$ cat config.mk
export PLATFORM = sky130hd
export DESIGN_NAME = mem_arbiter
export DESIGN_NICKNAME = d
export VERILOG_FILES = /design/src/rtl/scc_mem_pkg.sv /design/src/rtl/arb_timeout_ctr.sv /design/src/rtl/mem_arbiter.sv
export SDC_FILE = /design/constraint.sdc
export NUM_CORES = 1
export LEC_CHECK = 0
export ABC_AREA = 0
export BUFFER_PORTS_ARGS = -buffer_cell sky130_fd_sc_hd__buf_2
export CORE_MARGIN = 8
export CORE_UTILIZATION = 52
export CTS_BUF_LIST = sky130_fd_sc_hd__clkbuf_4 sky130_fd_sc_hd__clkbuf_8
export DETAILED_ROUTE_END_ITERATION = 10
export GPL_TIMING_DRIVEN = 0
export PLACE_DENSITY = 0.95
export RECOVER_POWER = 100
export SYNTH_ARGS = -nofsm -noshare
export SYNTH_HDL_FRONTEND = slang
export SYNTH_SLANG_ARGS = --single-unit
export TNS_END_PERCENT = 5
$ cat constraint.sdc
create_clock -name clk -period 4.65 [get_ports clk]
set_clock_uncertainty 0.2 [all_clocks]
set_input_delay 0 -clock clk [delete_from_list [all_inputs] [get_ports clk]]
set_output_delay 0 -clock clk [all_outputs]
set_load 0.1 [all_outputs]
$ cat src/rtl/scc_mem_pkg.sv
// Shared types for the memory arbiter: FSM state encoding and grant owner codes.
package scc_mem_pkg;

    typedef enum logic [1:0] {
        ST_IDLE   = 2'd0,
        ST_ACTIVE = 2'd1,
        ST_DONE   = 2'd2
    } state_t;

    localparam logic [1:0] GNT_NONE = 2'b00;
    localparam logic [1:0] GNT_IF   = 2'b01;
    localparam logic [1:0] GNT_D    = 2'b10;

endpackage

$ cat src/rtl/arb_timeout_ctr.sv
// Down-counter bounding the ACTIVE phase; o_expire marks the last allowed ACTIVE cycle.
// Instantiated by mem_arbiter only when MEM_ARB_TIMEOUT_EN is defined.
module arb_timeout_ctr #(
    parameter int CYCLES = 16
) (
    input  logic clk,
    input  logic reset_s,
    input  logic i_load,
    input  logic i_en,
    output logic o_expire
);
    localparam int              CW       = $clog2(CYCLES + 1);
    localparam logic [CW-1:0]   LOAD_VAL = CW'(CYCLES - 1);

    logic [CW-1:0] r_cnt;

    // Loaded on grant so that the count reaches zero in the CYCLES-th ACTIVE cycle.
    always_ff @(posedge clk) begin
        if (!reset_s) begin
            r_cnt <= '0;
        end else if (i_load) begin
            r_cnt <= LOAD_VAL;
        end else if (i_en && (r_cnt != '0)) begin
            r_cnt <= r_cnt - 1'b1;
        end
    end

    assign o_expire = i_en && (r_cnt == '0);

endmodule

$ cat src/rtl/mem_arbiter.sv
// Round-robin arbiter sharing one memory port between a fetch and a data requester.
// Optional ACTIVE-phase timeout enabled by defining MEM_ARB_TIMEOUT_EN.
module mem_arbiter
    import scc_mem_pkg::*;
#(
    parameter int ADDR_W         = 32,
    parameter int DATA_W         = 32,
    parameter int TIMEOUT_CYCLES = 16
) (
    input  logic              clk,
    input  logic              reset_s,
    input  logic              if_req,
    input  logic [ADDR_W-1:0] if_addr,
    output logic              if_ack,
    output logic [DATA_W-1:0] if_rdata,
    output logic              if_err,
    input  logic              d_req,
    input  logic              d_we,
    input  logic [ADDR_W-1:0] d_addr,
    input  logic [DATA_W-1:0] d_wdata,
    output logic              d_ack,
    output logic [DATA_W-1:0] d_rdata,
    output logic              d_err,
    output logic              mem_req,
    output logic              mem_we,
    output logic [ADDR_W-1:0] mem_addr,
    output logic [DATA_W-1:0] mem_wdata,
    input  logic              mem_ack,
    input  logic [DATA_W-1:0] mem_rdata,
    output logic [1:0]        grant,
    output logic              busy
);
    state_t            r_state;
    logic              r_last_d;
    logic              w_any;
    logic              w_pick_d;
    logic              w_timeout;
    logic [DATA_W-1:0] w_rdata_cap;

    assign w_any    = if_req || d_req;
    // Data wins only when alone or when fetch was served last.
    assign w_pick_d = d_req && (!if_req || !r_last_d);
    assign w_rdata_cap = (mem_ack && !mem_we) ? mem_rdata : '0;

`ifdef MEM_ARB_TIMEOUT_EN
    arb_timeout_ctr #(
        .CYCLES (TIMEOUT_CYCLES)
    ) u_timeout_ctr (
        .clk      (clk),
        .reset_s  (reset_s),
        .i_load   ((r_state == ST_IDLE) && w_any),
        .i_en     (r_state == ST_ACTIVE),
        .o_expire (w_timeout)
    );
`else
    logic w_unused_tmo;
    assign w_unused_tmo = (TIMEOUT_CYCLES != 0);
    assign w_timeout    = 1'b0;
`endif

    always_ff @(posedge clk) begin
        if (!reset_s) begin
            r_state   <= ST_IDLE;
            r_last_d  <= 1'b1;
            grant     <= GNT_NONE;
            busy      <= 1'b0;
            mem_req   <= 1'b0;
            mem_we    <= 1'b0;
            mem_addr  <= '0;
            mem_wdata <= '0;
            if_ack    <= 1'b0;
            if_rdata  <= '0;
            if_err    <= 1'b0;
            d_ack     <= 1'b0;
            d_rdata   <= '0;
            d_err     <= 1'b0;
        end else begin
            case (r_state)
                ST_IDLE: begin
                    if (w_any) begin
                        r_state   <= ST_ACTIVE;
                        r_last_d  <= w_pick_d;
                        grant     <= w_pick_d ? GNT_D : GNT_IF;
                        busy      <= 1'b1;
                        mem_req   <= 1'b1;
                        mem_we    <= w_pick_d && d_we;
                        mem_addr  <= w_pick_d ? d_addr : if_addr;
                        mem_wdata <= w_pick_d ? d_wdata : '0;
                    end
                end
                ST_ACTIVE: begin
                    // A real completion in the expiry cycle takes priority over the timeout.
                    if (mem_ack || w_timeout) begin
                        r_state   <= ST_DONE;
                        mem_req   <= 1'b0;
                        mem_we    <= 1'b0;
                        mem_addr  <= '0;
                        mem_wdata <= '0;
                        if (grant == GNT_D) begin
                            d_ack   <= 1'b1;
                            d_rdata <= w_rdata_cap;
                            d_err   <= !mem_ack;
                        end else begin
                            if_ack   <= 1'b1;
                            if_rdata <= w_rdata_cap;
                            if_err   <= !mem_ack;
                        end
                    end
                end
                ST_DONE: begin
                    r_state  <= ST_IDLE;
                    grant    <= GNT_NONE;
                    busy     <= 1'b0;
                    if_ack   <= 1'b0;
                    if_rdata <= '0;
                    if_err   <= 1'b0;
                    d_ack    <= 1'b0;
                    d_rdata  <= '0;
                    d_err    <= 1'b0;
                end
                default: begin
                    r_state <= ST_IDLE;
                end
            endcase
        end
    end

endmodule

# Word-level counts from Yosys, hierarchy flattened
# Index checks and enable logic that the tools add are counted.
[word_totals]
register_bits = 140
out_inout_bits = 137
[classes]
n_mux = 38
reduce_logical = 19
eq_ne = 7
[ops]
columns = ["cell", "count"]
rows = [
  ["$mux 32", 10],
  ["$pmux 32 s2", 4],
  ["$pmux 1 s2", 7],
  ["$mux 1", 11],
  ["$reduce_and 3->1", 3],
  ["$mux 2", 4],
  ["$ne 2x2->1 const B", 4],
  ["$pmux 2 s2", 2],
  ["$reduce_and 2->1", 3],
  ["$reduce_bool 2->1", 3],
  ["$eq 2x2->1 const B", 2],
  ["$logic_not 1->1", 4],
  ["$logic_and 1x1->1", 3],
  ["$eq 2x1->1 const B", 1],
  ["$logic_not 2->1", 1],
  ["$logic_or 1x1->1", 2],
]

# Depth between registers and ports, before layout
[logic_depth]
word_depth = 6
ltp_mapped = 7
depth_no_buf = 3

# Worst setup path before layout
# No wires, ideal clock.
[synth_path]
path_kind = "flip-flop to flip-flop"
start = "register grant[0]"
end = "register d_rdata[10]"
setup_slack_ps = 2521
t_arrival_ps = 1859
setup_ps = 70
path_stages_with_launch = 6
required_ps = 4380
path_cell_list = "dfxtp_1 > nand2b_1 > buf_2 > buf_1 > o21ai_1 > a21oi_1"
[synth_via]
elab_chain_cells = 3
[synth_lines]
columns = ["element", "line_no", "source"]
rows = [
  ["start, declared", "mem_arbiter.sv:30", "output logic [1:0] grant,"],
  ["start signal, assigned", "mem_arbiter.sv:83", "grant <= w_pick_d ? GNT_D : GNT_IF;"],
  ["$eq 2x2->1", "mem_arbiter.sv:99", "if (grant == GNT_D) begin"],
  ["$ne 2x2->1 (no source line)", "-", ""],
  ["$reduce_and 3->1 (no source line)", "-", ""],
  ["end signal, assigned", "mem_arbiter.sv:101", "d_rdata <= w_rdata_cap;"],
  ["end, declared", "mem_arbiter.sv:22", "output logic [DATA_W-1:0] d_rdata,"],
]
# Every way passes these cells.
# A chain may end at the register's enable or synchronous reset.

# Worst setup path in the final report
[layout_path]
start = "register r_state[1]"
end = "register mem_addr[8]"
[layout_via]
elab_chain_cells = 3
word_cells_on_any_way = 7
cone_classes = "eq/ne (3); mux (1); reduce/logical (3)"
[layout_lines]
columns = ["element", "line_no", "source"]
rows = [
  ["start, declared", "mem_arbiter.sv:33", "state_t r_state;"],
  ["start signal, assigned", "mem_arbiter.sv:63", "r_state <= ST_IDLE;"],
  ["start signal, assigned", "mem_arbiter.sv:81", "r_state <= ST_ACTIVE;"],
  ["start signal, assigned", "mem_arbiter.sv:94", "r_state <= ST_DONE;"],
  ["$eq 2x1->1 / $logic_not 2->1 (equally long branches)", "mem_arbiter.sv:78", "case (r_state)"],
  ["$ne 2x2->1 (no source line) / $reduce_bool 2->1 (equally long branches)", "-", ""],
  ["$reduce_and 3->1 (no source line)", "-", ""],
  ["end signal, assigned", "mem_arbiter.sv:87", "mem_addr <= w_pick_d ? d_addr : if_addr;"],
  ["end, declared", "mem_arbiter.sv:26", "output logic [ADDR_W-1:0] mem_addr,"],
]
# Several ways; a longest one is shown, not always the timed one.

==> results.txt <==
result of the run: finished, final reports clean
post-synthesis sequential element count: 140
Gate power share: 29.5%
syn nets: 808
io pins: 271
global-route congestion overflow total: 0
capturing element type of the critical path: register
Initial Util: 52.45%
worst stage delay on the critical path: 0.95 ns
Sequential Power Share: 39.7%
Gate Count Post-Synth: 674
data arrival time of the critical path: 3.62 ns
DRT Pass-1 Iters: 7
critical path's top delay family: buffers and inverters
storage element area: 2803 sq um
share of Yosys cell area claimed by the top area cell type: 47.41%
number of different library cells in the post-synthesis netlist: 33
fin cells: 1257
master cell of the clock root buffer: sky130_fd_sc_hd__clkbuf_8
time the final worst path needs with I/O delays and setup: 3.441 ns
commonest cells in the synthesized netlist: sky130_fd_sc_hd__dfxtp_1, sky130_fd_sc_hd__nand3_1, sky130_fd_sc_hd__nand4_1
share of layout cells above drive strength 1: 18.27%
maximum number of pins on one net before global-route repair: 17
series of cell instances along the critical path: clkbuf_1 > nor3b_1 > o21ai_0 > dlygate4sd3_1 > o2bb2ai_1 > dlygate4sd3_1
detailed-route vias per instance: 6.525
critical path buffer and inverter count: 3
final net count: 1232
mean post-synth cell area: 8.771 sq um
max-slew headroom at the worst pin: 15.03%
final-report setup violation count: 0
number of fill cells in the layout: 742
placed insts: 1086
count of buffers added by post-CTS timing repair for setup: 0
total number of yosys warnings: 0
synthesized cell area: 5912 sq um
vias in the first global route: 8181
maximum root-to-sink buffer count: 2
Placed Instance Area: 7437 sq um
count leader, synth: sky130_fd_sc_hd__dfxtp_1
initial antenna violation count: 2
switching share of power: 39.12%
Max IR drop VDD: 0.2188 mV
number of H-tree levels: 4
die outline area: 15040 sq um
CTS Sinks: 140
Worst Hold Path Cells: 4
element type at the critical path start: register
highest clock frequency the design can meet: 0.2906 GHz
Pint: 1.995 mW
data required time of the critical path: 4.83 ns
Leak: 3.549 nW
area of all placed cells without fillers: 8956 sq um
pwr dens: 365.8 nW/um^2
sequential cell area fraction in the yosys report: 47.41%
share of total power in the clock network: 30.8%
maximum net fanout on the critical path: 10
hold path startpoint: d_wdata[2]
count of cells along the worst register-to-register path: 6
Post-Route Utilization: 79.45%
beginning of the critical path: r_state[1]
detailed router's first-iteration violation count: 1368
die outline width: 122.6 microns
hold violation total from the final report: 0
total wire length after detailed routing: 28960 microns
critical path type: reg2reg
final RePlAce weighted congestion: 0.9307
max_cap viols: 0
post-cts sizing count: 0
wire length of the first global-routing pass: 43670 microns
leading cell types by total area after synthesis: sky130_fd_sc_hd__dfxtp_1, sky130_fd_sc_hd__nand4_1, sky130_fd_sc_hd__nand3_1
cell type with the highest aggregate area in the netlist: sky130_fd_sc_hd__dfxtp_1
standard cell core area: 11270 sq um
total routing usage reported by global routing: 36.76%
number of CTS-inserted buffers: 17
number of synthesized flops with an enable pin: 0
site row count: 39
library cell appearing most often on the critical path: sky130_fd_sc_hd__dlygate4sd3_1
Post-synth top flop: sky130_fd_sc_hd__dfxtp_1
Die Height: 122.6 microns
highest-delay cell along the critical path: sky130_fd_sc_hd__nor3b_1
worst-skew pair later-pin latency: 0.43 ns
setup repair after global routing missed its margin: no
routed vias: 8202
average routed wire per standard cell: 23.04 microns
switching power: 1.282 mW
kind of path behind the tightest hold check: in2reg
synthesis-to-finish area growth: 51.49%
total half-perimeter wirelength after legalization and detailed placement: 16720 microns
critical register-to-register path endpoint: mem_addr[8]
sum of internal, switching and leakage power: 3.276 mW
final worst path period share: 74.00%
proportion of register bits with asynchronous set or reset after synthesis: 0%
worst slew pin tran: 1.280 ns
Worst Hold Path EP: mem_wdata[2]
CTS tree: built
worst reg2reg startpoint: r_state[1]
drt drc: 0
post-route ant nets: 0
number of I/O port buffers: 269
setup total negative slack: 0 ns
number of max-slew violations in the final report: 0
footprint of the multi-input gates: 2599 sq um
minimum setup slack among reg-to-reg paths: 1.21 ns
clock-pin slew on the worst setup and hold paths: 0.08 ns
==> power by group through the flow <==
stage | Sequential [mW] | Clock (mW) | Combinational, mW
floorplan | 1.72 | 0 | 0.235
global placement | 1.31 | 0 | 0.838
detailed placement | 1.32 | 0 | 0.844
CTS | 1.29 | 0.995 | 0.946
global route | 1.30 | 1.05 | 0.996
finish | 1.30 | 1.01 | 0.968
==> routing by layer <==
layer  global-route usage [%]  up-vias  wire length (microns)
li1                         -     3421                      -
met4                    23.53        0                   1875
met2                    60.47      883                  13340
met5                        0        -                      0
met1                    39.11     3700                   9639
met3                    14.12      198                   4103
==> per-stage QoR <==
step | worst slack (ns) | hold WS, ns
after floorplan | 2.521 | -0.05649
after CTS | 2.156 | 0.1363
after detailed placement | 2.854 | 0.06102
after global placement | 2.875 | 0.05841
final | 1.209 | 0.1773
after global routing | 1.163 | 0.1665
==> worst min-delay path: cells and delay by family <==
family          cells  cell delay [ns]
simple gates        1             0.06
compound gates      1             0.06
buf+inv             2             0.65
==> final cells by class <==
cell class | count | area share (%)
diodes | 3 | 0.08382
plain buffers | 90 | 4.834
clock buffers | 20 | 2.864
clock inverters | 12 | 1.551
inverters | 1 | 0.04191
multi-input cells | 443 | 29.02
flip-flops and latches | 140 | 31.29
well taps | 143 | 1.998
repair buffers | 405 | 28.32
==> cells by family (layout without fill, tap and decap cells) <==
family | after synthesis | count (layout) | synth area share (%)
AO/OA/AOI/OAI | 258 | 258 | 26.29
buffers and inverters | 91 | 528 | 8.254
flip-flops | 140 | 140 | 47.41
other | 0 | 3 | 0
AND/OR/NAND/NOR | 185 | 185 | 18.05
==> sequential cells by signal (all words and copies together) (netlist names) <==
register and count:
mem_we 1, if_ack 1, grant 2, if_rdata 32, mem_wdata 32, if_err 1, busy 1, d_err 1
d_rdata 32, mem_req 1, mem_addr 32, r_last_d 1, r_state 2, d_ack 1
==> repair_timing <==
action	CTS	global route
endpoints found under the setup margin	0	0
hold buffers	136	0
hold endpoints to repair	135	0
==> cell usage in the layout (no fill, tap or decap), types with 13 or more instances in the layout <==
master,synthesis,routed
sky130_fd_sc_hd__clkbuf_1,32,186
sky130_fd_sc_hd__buf_2,30,151
sky130_fd_sc_hd__dfxtp_1,140,140
sky130_fd_sc_hd__dlygate4sd3_1,0,136
sky130_fd_sc_hd__nand3_1,82,82
sky130_fd_sc_hd__nand4_1,78,78
sky130_fd_sc_hd__o21ai_0,31,73
sky130_fd_sc_hd__a21oi_1,72,72
sky130_fd_sc_hd__o31ai_1,47,47
sky130_fd_sc_hd__a22oi_1,19,19
sky130_fd_sc_hd__o2bb2ai_1,18,18
sky130_fd_sc_hd__clkbuf_8,0,17
sky130_fd_sc_hd__a31oi_1,14,14
sky130_fd_sc_hd__buf_4,15,13
==> how the worst max path moves through the flow <==
stage | cells past startpoint | end | slack, ns
floorplan | 5 | d_rdata[10] | 2.52
global placement | 5 | mem_wdata[11] | 2.88
detailed placement | 5 | mem_wdata[10] | 2.85
CTS | 6 | mem_addr[1] | 2.16
global route | 6 | mem_addr[1] | 1.16
finish | 6 | mem_addr[8] | 1.21
Power figures use the tool's default switching activity.
